`src/rtl/ctrl_pkg.sv`:
```
// rtl/ctrl_pkg.sv - shared opcode, funct3, state and write-back encodings for the multi-cycle control unit
package ctrl_pkg;

  localparam logic [6:0] OPCODE_ALU    = 7'b0110011;
  localparam logic [6:0] OPCODE_ALU_I  = 7'b0010011;
  localparam logic [6:0] OPCODE_LOAD   = 7'b0000011;
  localparam logic [6:0] OPCODE_STORE  = 7'b0100011;
  localparam logic [6:0] OPCODE_BRANCH = 7'b1100011;
  localparam logic [6:0] OPCODE_JAL    = 7'b1101111;
  localparam logic [6:0] OPCODE_JALR   = 7'b1100111;
  localparam logic [6:0] OPCODE_LUI    = 7'b0110111;
  localparam logic [6:0] OPCODE_AUIPC  = 7'b0010111;

  localparam logic [2:0] FUNCT3_BEQ  = 3'b000;
  localparam logic [2:0] FUNCT3_BNE  = 3'b001;
  localparam logic [2:0] FUNCT3_BLT  = 3'b100;
  localparam logic [2:0] FUNCT3_BGE  = 3'b101;
  localparam logic [2:0] FUNCT3_BLTU = 3'b110;
  localparam logic [2:0] FUNCT3_BGEU = 3'b111;

  localparam logic [2:0] FUNCT3_LB   = 3'b000;
  localparam logic [2:0] FUNCT3_LH   = 3'b001;
  localparam logic [2:0] FUNCT3_LW   = 3'b010;
  localparam logic [2:0] FUNCT3_LBU  = 3'b100;
  localparam logic [2:0] FUNCT3_LHU  = 3'b101;
  localparam logic [2:0] FUNCT3_SW   = 3'b010;
  localparam logic [2:0] FUNCT3_SR   = 3'b101;

  localparam logic [1:0] WB_ALU = 2'b00;
  localparam logic [1:0] WB_MEM = 2'b01;
  localparam logic [1:0] WB_PC4 = 2'b10;
  localparam logic [1:0] WB_IMM = 2'b11;

  localparam logic [3:0] ALU_ADD = 4'b0000;

  typedef enum logic [2:0] {
    ST_FETCH  = 3'd0,
    ST_DECODE = 3'd1,
    ST_EXEC   = 3'd2,
    ST_MEM    = 3'd3,
    ST_WB     = 3'd4,
    ST_HALT   = 3'd5
  } state_e;

  typedef enum logic [3:0] {
    CLS_ALU     = 4'd0,
    CLS_ALU_I   = 4'd1,
    CLS_LOAD    = 4'd2,
    CLS_STORE   = 4'd3,
    CLS_BRANCH  = 4'd4,
    CLS_JAL     = 4'd5,
    CLS_JALR    = 4'd6,
    CLS_LUI     = 4'd7,
    CLS_AUIPC   = 4'd8,
    CLS_ILLEGAL = 4'd9
  } op_class_e;

endpackage

```
`src/rtl/instr_decoder.sv`:
```
// rtl/instr_decoder.sv - combinational RV32I classifier producing static datapath controls and an illegal flag
module instr_decoder
  import ctrl_pkg::*;
(
  input  logic [31:0] instr,
  output logic [3:0]  op_class,
  output logic [3:0]  alu_op,
  output logic        op_a_sel,
  output logic        op_b_sel,
  output logic [1:0]  wb_sel,
  output logic        illegal
);

  logic [6:0] opcode;
  logic [2:0] funct3;
  logic       unused_bits;

  assign opcode      = instr[6:0];
  assign funct3      = instr[14:12];
  assign unused_bits = ^{instr[31], instr[29:15], instr[11:7]};

  always_comb begin
    op_class = CLS_ILLEGAL;
    alu_op   = ALU_ADD;
    op_a_sel = 1'b0;
    op_b_sel = 1'b0;
    wb_sel   = WB_ALU;
    illegal  = 1'b0;
    if (instr[1:0] != 2'b11) begin
      illegal = 1'b1;
    end else begin
      case (opcode)
        OPCODE_ALU: begin
          op_class = CLS_ALU;
          alu_op   = {instr[30], funct3};
        end
        OPCODE_ALU_I: begin
          op_class = CLS_ALU_I;
          op_b_sel = 1'b1;
          // instr[30] is an immediate bit except for the SRLI/SRAI shift pair
          alu_op   = (funct3 == FUNCT3_SR) ? {instr[30], funct3} : {1'b0, funct3};
        end
        OPCODE_LOAD: begin
          op_class = CLS_LOAD;
          op_b_sel = 1'b1;
          wb_sel   = WB_MEM;
          if (!(funct3 inside {FUNCT3_LB, FUNCT3_LH, FUNCT3_LW, FUNCT3_LBU, FUNCT3_LHU}))
            illegal = 1'b1;
        end
        OPCODE_STORE: begin
          op_class = CLS_STORE;
          op_b_sel = 1'b1;
          if (funct3 > FUNCT3_SW)
            illegal = 1'b1;
        end
        OPCODE_BRANCH: begin
          op_class = CLS_BRANCH;
          op_a_sel = 1'b1;
          op_b_sel = 1'b1;
          if (funct3 == 3'b010 || funct3 == 3'b011)
            illegal = 1'b1;
        end
        OPCODE_JAL: begin
          op_class = CLS_JAL;
          op_a_sel = 1'b1;
          op_b_sel = 1'b1;
          wb_sel   = WB_PC4;
        end
        OPCODE_JALR: begin
          op_class = CLS_JALR;
          op_b_sel = 1'b1;
          wb_sel   = WB_PC4;
        end
        OPCODE_LUI: begin
          op_class = CLS_LUI;
          wb_sel   = WB_IMM;
        end
        OPCODE_AUIPC: begin
          op_class = CLS_AUIPC;
          op_a_sel = 1'b1;
          op_b_sel = 1'b1;
        end
        default: illegal = 1'b1;
      endcase
    end
  end

endmodule

```
`src/rtl/multicycle_ctrl.sv`:
```
// rtl/multicycle_ctrl.sv - multi-cycle RV32I sequencer: FSM, memory wait timeout, branch resolution, retire counter
module multicycle_ctrl
  import ctrl_pkg::*;
#(
  parameter int TIMEOUT_CYCLES = 16,
  parameter int CNT_W          = 32
) (
  input  logic             clk_i,
  input  logic             rst_i,
  input  logic [31:0]      instr_i,
  input  logic             br_less_i,
  input  logic             br_equal_i,
  input  logic             imem_ready_i,
  input  logic             dmem_ready_i,
  output logic             imem_req_o,
  output logic             dmem_req_o,
  output logic             pc_wren_o,
  output logic             ir_wren_o,
  output logic             br_sel_o,
  output logic             br_unsigned_o,
  output logic             rd_wren_o,
  output logic             mem_wren_o,
  output logic             op_a_sel_o,
  output logic             op_b_sel_o,
  output logic [3:0]       alu_op_o,
  output logic [2:0]       loadsave_op_o,
  output logic [1:0]       wb_sel_o,
  output logic [2:0]       state_o,
  output logic             illegal_o,
  output logic             timeout_o,
  output logic [CNT_W-1:0] instret_o
);

  localparam int WAIT_W        = (TIMEOUT_CYCLES > 0) ? $clog2(TIMEOUT_CYCLES + 1) : 1;
  localparam int WAIT_LAST_INT = (TIMEOUT_CYCLES > 0) ? TIMEOUT_CYCLES - 1 : 0;
  localparam logic [WAIT_W-1:0] WAIT_LAST = WAIT_LAST_INT[WAIT_W-1:0];
  localparam logic TIMEOUT_EN  = (TIMEOUT_CYCLES > 0);

  state_e            state_q, state_d;
  logic [WAIT_W-1:0] wait_q;
  logic [CNT_W-1:0]  instret_q;
  logic              illegal_q, timeout_q;

  logic [3:0] dec_class;
  logic [3:0] dec_alu_op;
  logic       dec_op_a, dec_op_b, dec_illegal;
  logic [1:0] dec_wb_sel;
  logic [2:0] funct3;

  logic req_active, ready_cur, wait_expire, br_taken, alu_en;
  logic imem_req_c, dmem_req_c, pc_wren_c, ir_wren_c, rd_wren_c, mem_wren_c;
  logic br_sel_c, br_unsigned_c;
  logic [1:0] wb_sel_c;
  logic retire, set_illegal, set_timeout;

  instr_decoder u_decoder (
    .instr    (instr_i),
    .op_class (dec_class),
    .alu_op   (dec_alu_op),
    .op_a_sel (dec_op_a),
    .op_b_sel (dec_op_b),
    .wb_sel   (dec_wb_sel),
    .illegal  (dec_illegal)
  );

  assign funct3     = instr_i[14:12];
  assign req_active = (state_q == ST_FETCH) || (state_q == ST_MEM);
  assign ready_cur  = (state_q == ST_FETCH) ? imem_ready_i : dmem_ready_i;
  // A ready in the last allowed cycle wins over the timeout
  assign wait_expire = TIMEOUT_EN && req_active && !ready_cur && (wait_q == WAIT_LAST);

  always_comb begin
    br_taken = 1'b0;
    case (funct3)
      FUNCT3_BEQ:              br_taken = br_equal_i;
      FUNCT3_BNE:              br_taken = !br_equal_i;
      FUNCT3_BLT, FUNCT3_BLTU: br_taken = br_less_i;
      FUNCT3_BGE, FUNCT3_BGEU: br_taken = !br_less_i;
      default:                 br_taken = 1'b0;
    endcase
  end

  always_comb begin
    state_d       = state_q;
    imem_req_c    = 1'b0;
    dmem_req_c    = 1'b0;
    pc_wren_c     = 1'b0;
    ir_wren_c     = 1'b0;
    rd_wren_c     = 1'b0;
    mem_wren_c    = 1'b0;
    br_sel_c      = 1'b0;
    br_unsigned_c = 1'b0;
    wb_sel_c      = WB_ALU;
    alu_en        = 1'b0;
    retire        = 1'b0;
    set_illegal   = 1'b0;
    set_timeout   = 1'b0;
    case (state_q)
      ST_FETCH: begin
        imem_req_c = 1'b1;
        if (imem_ready_i) begin
          ir_wren_c = 1'b1;
          state_d   = ST_DECODE;
        end else if (wait_expire) begin
          set_timeout = 1'b1;
          state_d     = ST_HALT;
        end
      end
      ST_DECODE: begin
        if (dec_illegal) begin
          set_illegal = 1'b1;
          state_d     = ST_HALT;
        end else begin
          state_d = ST_EXEC;
        end
      end
      ST_EXEC: begin
        alu_en = 1'b1;
        if (dec_class == CLS_BRANCH) begin
          pc_wren_c     = 1'b1;
          br_sel_c      = br_taken;
          br_unsigned_c = funct3[1];
          retire        = 1'b1;
          state_d       = ST_FETCH;
        end else if (dec_class == CLS_LOAD || dec_class == CLS_STORE) begin
          state_d = ST_MEM;
        end else begin
          state_d = ST_WB;
        end
      end
      ST_MEM: begin
        alu_en     = 1'b1;
        dmem_req_c = 1'b1;
        mem_wren_c = (dec_class == CLS_STORE);
        if (dmem_ready_i) begin
          if (dec_class == CLS_STORE) begin
            pc_wren_c = 1'b1;
            retire    = 1'b1;
            state_d   = ST_FETCH;
          end else begin
            state_d = ST_WB;
          end
        end else if (wait_expire) begin
          set_timeout = 1'b1;
          state_d     = ST_HALT;
        end
      end
      ST_WB: begin
        alu_en    = 1'b1;
        rd_wren_c = 1'b1;
        pc_wren_c = 1'b1;
        br_sel_c  = (dec_class == CLS_JAL) || (dec_class == CLS_JALR);
        wb_sel_c  = dec_wb_sel;
        retire    = 1'b1;
        state_d   = ST_FETCH;
      end
      ST_HALT: state_d = ST_HALT;
      default: state_d = ST_FETCH;
    endcase
  end

  always_ff @(posedge clk_i) begin
    if (rst_i) begin
      state_q   <= ST_FETCH;
      wait_q    <= '0;
      instret_q <= '0;
      illegal_q <= 1'b0;
      timeout_q <= 1'b0;
    end else begin
      state_q <= state_d;
      if (state_d != state_q)
        wait_q <= '0;
      else if (req_active && !ready_cur)
        wait_q <= wait_q + 1'b1;
      if (retire)
        instret_q <= instret_q + 1'b1;
      if (set_illegal)
        illegal_q <= 1'b1;
      if (set_timeout)
        timeout_q <= 1'b1;
    end
  end

  // Strobes are gated by reset so an abandoned instruction never writes PC, IR or memory
  assign imem_req_o    = imem_req_c & ~rst_i;
  assign dmem_req_o    = dmem_req_c & ~rst_i;
  assign pc_wren_o     = pc_wren_c  & ~rst_i;
  assign ir_wren_o     = ir_wren_c  & ~rst_i;
  assign rd_wren_o     = rd_wren_c  & ~rst_i;
  assign mem_wren_o    = mem_wren_c & ~rst_i;
  assign br_sel_o      = br_sel_c;
  assign br_unsigned_o = br_unsigned_c;
  assign wb_sel_o      = wb_sel_c;
  assign alu_op_o      = alu_en ? dec_alu_op : ALU_ADD;
  assign op_a_sel_o    = alu_en & dec_op_a;
  assign op_b_sel_o    = alu_en & dec_op_b;
  assign loadsave_op_o = funct3;
  assign state_o       = state_q;
  assign illegal_o     = illegal_q;
  assign timeout_o     = timeout_q;
  assign instret_o     = instret_q;

endmodule

```
`config.mk`:
```
export PLATFORM = sky130hd
export DESIGN_NAME = multicycle_ctrl
export DESIGN_NICKNAME = d
export VERILOG_FILES = /design/src/rtl/ctrl_pkg.sv /design/src/rtl/instr_decoder.sv /design/src/rtl/multicycle_ctrl.sv
export SDC_FILE = /design/constraint.sdc
export NUM_CORES = 1
export LEC_CHECK = 0
export BUFFER_PORTS_ARGS = -buffer_cell sky130_fd_sc_hd__buf_2
export CAP_MARGIN = 20
export CORE_ASPECT_RATIO = 0.6
export CORE_MARGIN = 2
export CORE_UTILIZATION = 45
export DETAILED_ROUTE_END_ITERATION = 8
export HOLD_SLACK_MARGIN = 0.05
export PLACE_DENSITY = 0.73
export SKIP_CTS_REPAIR_TIMING = 1
export SLEW_MARGIN = 20
export SYNTH_ARGS = -nofsm -noshare
export SYNTH_HDL_FRONTEND = slang
export SYNTH_HIERARCHICAL = 1
export SYNTH_SLANG_ARGS = --single-unit
```
`constraint.sdc`:
```
create_clock -name clk_i -period 8 [get_ports clk_i]
set_input_delay 0 -clock clk_i [delete_from_list [all_inputs] [get_ports clk_i]]
set_output_delay 0 -clock clk_i [all_outputs]
set_load 0.02 [all_outputs]
```
==> results.toml <==
[yosys]
ys_seq_area_share_pct = 31.4
syn-cell-area_mm2 = 0.00267
async_flop_share_pct = 0
synth.net_count = 384
synth_top_flop_cell = "dfxtp_1"
avgSynthCellArea_um2 = 7.80
yosysWarnings = 6
synthCells = 343
netlist-cell-type-count = 57
synth-edff-count = 0
ys_ff_latch = 42

[cts]
cts-root-buf = "clkbuf_8"
clkLatencyLatePin_ns = 0.29
cts.clk_slew.worst_paths_ns = 0.09
cts_max_level = 2
clockBufferDepth = 2
cts_sinks = 42
cts_tree = "yes"
numCtsBuffers = 5

[cells_and_area]
seq_area_um2 = 841
layout.cells.most_common_list = "buf_2, dfxtp_1, nor2_1, a21oi_1, nand2_1"
multiInputGateArea_mm2 = 0.00167
layout_commonest_cell = "buf_2"
syn2layout_area_growth_pct = 17.2
nNetsFinal = 439
drive_above_1_share_pct = 23.3
fillers = 530
n_antenna_cell = 0

[status]
status = "completed"

[die]
start_util_pct = 47.3
rows = 21
die_w_um = 104
die_area_mm2 = 0.00659
core_area_mm2 = 0.00565
ios = 94
fp.dieH_um = 63.7

[pwr]
clkPwrFrac_pct = 38.2
ir_drop_mv = 0.115
p_sw_mw = 0.116
powerDensity_mw_per_mm2 = 140
power_frac_comb_pct = 12.4
seqPwrFrac_pct = 49.4
p_total_mw = 0.439
swShare_pct = 26.4
internal_power_mw = 0.323
power.leakage_nw = 1.27

[detailed_routing]
first_pass_iters = 4
wirelength_mm = 6.48
first_iter_violations = 136
wl_per_cell_um = 13.5
via_per_inst = 5.51
final_antenna_net_count = 0
drcViolationCount = 0
route.vias.total = 2638

[sta]
fin_crit_ns = 3.26
rsz0062_at_grt = "false"
finalHoldViolCount = 0
max_freq_mhz = 307
setup_violations = 0
slew_viol_final = 0
holdWs_ns = 0.115
finalCritPeriodShare_pct = 40.8
worstMarginPinSlew_ns = 0.830
relSlewSlack_pct = 44.5
finalSetupTns_ns = 0
fin_worst_skew_ns = 0.0104

[placement]
dp_hpwl_mm = 4.75
gp_congestion = 0.821
port_buffers = 72

[global_route]
grt_pass1_vias = 2165
track_usage_pct = 19.7
gr-total-overflow = 0
grt_pass1_wl_mm = 10.6
antenna_found_initial = 0
grt_max_degree = 43

[min_path]
holdPathStages = 4
hold_end = "state_o[0]"
hold_path_class = "primary input to flop"
min_from = "dmem_ready_i"

[setup_path]
rr_startpoint = "state_o[0]"
worstPathMaxFanout = 17
worstSetupPathType = "primary input to flop"
r2r_end = "instret_o[20]"
crit_path_start_kind = "primary input"
crit_path_end_kind = "flop"
reg2reg_depth = 5
worst_ep_arrival_time_ns = 3.48
r2r_slack_ns = 5.01
worstPathRequired_ns = 8.22

[run]
maxCapViolCount = 0
-- flip-flops by register name (all words and copies together) (netlist names) --
signal / count
instret_o: 32
state_o: 3
illegal_o: 1
timeout_o: 1
wait_q: 5
-- cells by family (layout without fill, tap and decap cells) --
family / Yosys count / in the layout / share of synthesized area, %
AO/OA/AOI/OAI: 84 / 84 / 20.9
XOR/XNOR: 21 / 21 / 6.88
adder cells (fa/ha/maj): 3 / 3 / 1.40
buffers and inverters: 36 / 92 / 6.08
flip-flops: 42 / 42 / 31.4
multiplexers: 3 / 3 / 1.12
AND/OR/NAND/NOR: 154 / 154 / 32.2
-- synth_stat cells, types with 3 or more instances --
cell type	count	area, µm²
mux2i_1	3	30.0
nor3_1	12	60.1
o21ai_1	9	45.0
clkbuf_1	15	56.3
and2_1	5	31.3
nand2b_1	4	25.0
nor2_1	36	135
nor2b_1	9	56.3
dfxtp_1	42	841
buf_2	3	15.0
o21ai_0	11	55.1
or4_1	5	37.5
xor2_1	15	131
inv_1	10	37.5
o2111ai_1	7	61.3
o211ai_1	7	52.6
nand3_1	8	40.0
xnor2_1	6	52.6
nand4_1	9	56.3
nand2_1	20	75.1
a21oi_1	27	135
o31ai_1	4	30.0
and3_1	9	56.3
ha_1	3	37.5
buf_4	4	30.0
or3_1	16	100
nor4_1	4	25.0
a31oi_1	4	25.0
-- through the flow --
stage	utilization, %	setup WS (ns)	instances	instance area, µm²
finish	55.5	4.74	479	3130
global route	55.5	4.40	479	3130
CTS	55.5	4.76	479	3130
detailed placement	53.5	4.48	471	3020
global placement	53.5	4.52	471	3020
floorplan	-	5.28	343	2670
-- worst max-delay path, cell delays in order --
cell,delay [ns]
buf_2,0.17
nand2b_4,0.20
o21ai_1,0.16
a21oi_1,0.09
nor3b_1,0.46
or3b_1,0.48
o41ai_4,0.77
o211ai_1,0.47
or4_1,0.53
a21oi_1,0.14
-- power by group through the flow --
| stage | Sequential [mW] | Clock, mW | Combinational [mW] |
|---|---|---|---|
| finish | 0.217 | 0.168 | 0.0546 |
| global route | 0.218 | 0.181 | 0.0605 |
| CTS | 0.217 | 0.171 | 0.0543 |
| detailed placement | 0.222 | 0 | 0.0540 |
| global placement | 0.222 | 0 | 0.0532 |
| floorplan | 0.221 | 0 | 0.0398 |
-- worst max-delay path by stage --
stage / start / to / cells past startpoint / slack, ns
finish: instr_i[6] / instret_o[20] / 10 / 4.74
global placement: instr_i[6] / instret_o[20] / 10 / 4.52
CTS: instr_i[6] / instret_o[20] / 10 / 4.76
floorplan: instr_i[6] / instret_o[29] / 11 / 5.28
global route: instr_i[6] / instret_o[20] / 10 / 4.40
detailed placement: instr_i[6] / instret_o[20] / 10 / 4.48
-- metal layers --
metal / share of wire (%) / GRT usage [%] / up-vias
li1: - / - / 1361
met3: 6.0 / 4.45 / 2
met5: 0 / 0 / -
met4: 0.34 / 3.21 / 0
met1: 54 / 31.4 / 1206
met2: 40 / 26.8 / 69
-- cell type report --
| cell class | count | area share [%] |
|---|---|---|
| Clock inverter | 3 | 1.28 |
| Multi-Input combinational cell | 265 | 53.3 |
| Clock buffer | 5 | 2.20 |
| Timing Repair Buffer | 74 | 12.0 |
| Sequential cell | 42 | 26.8 |
| Tap cell | 80 | 3.19 |
| Inverter | 10 | 1.20 |
No activity file was read; power rests on OpenSTA's default activity.
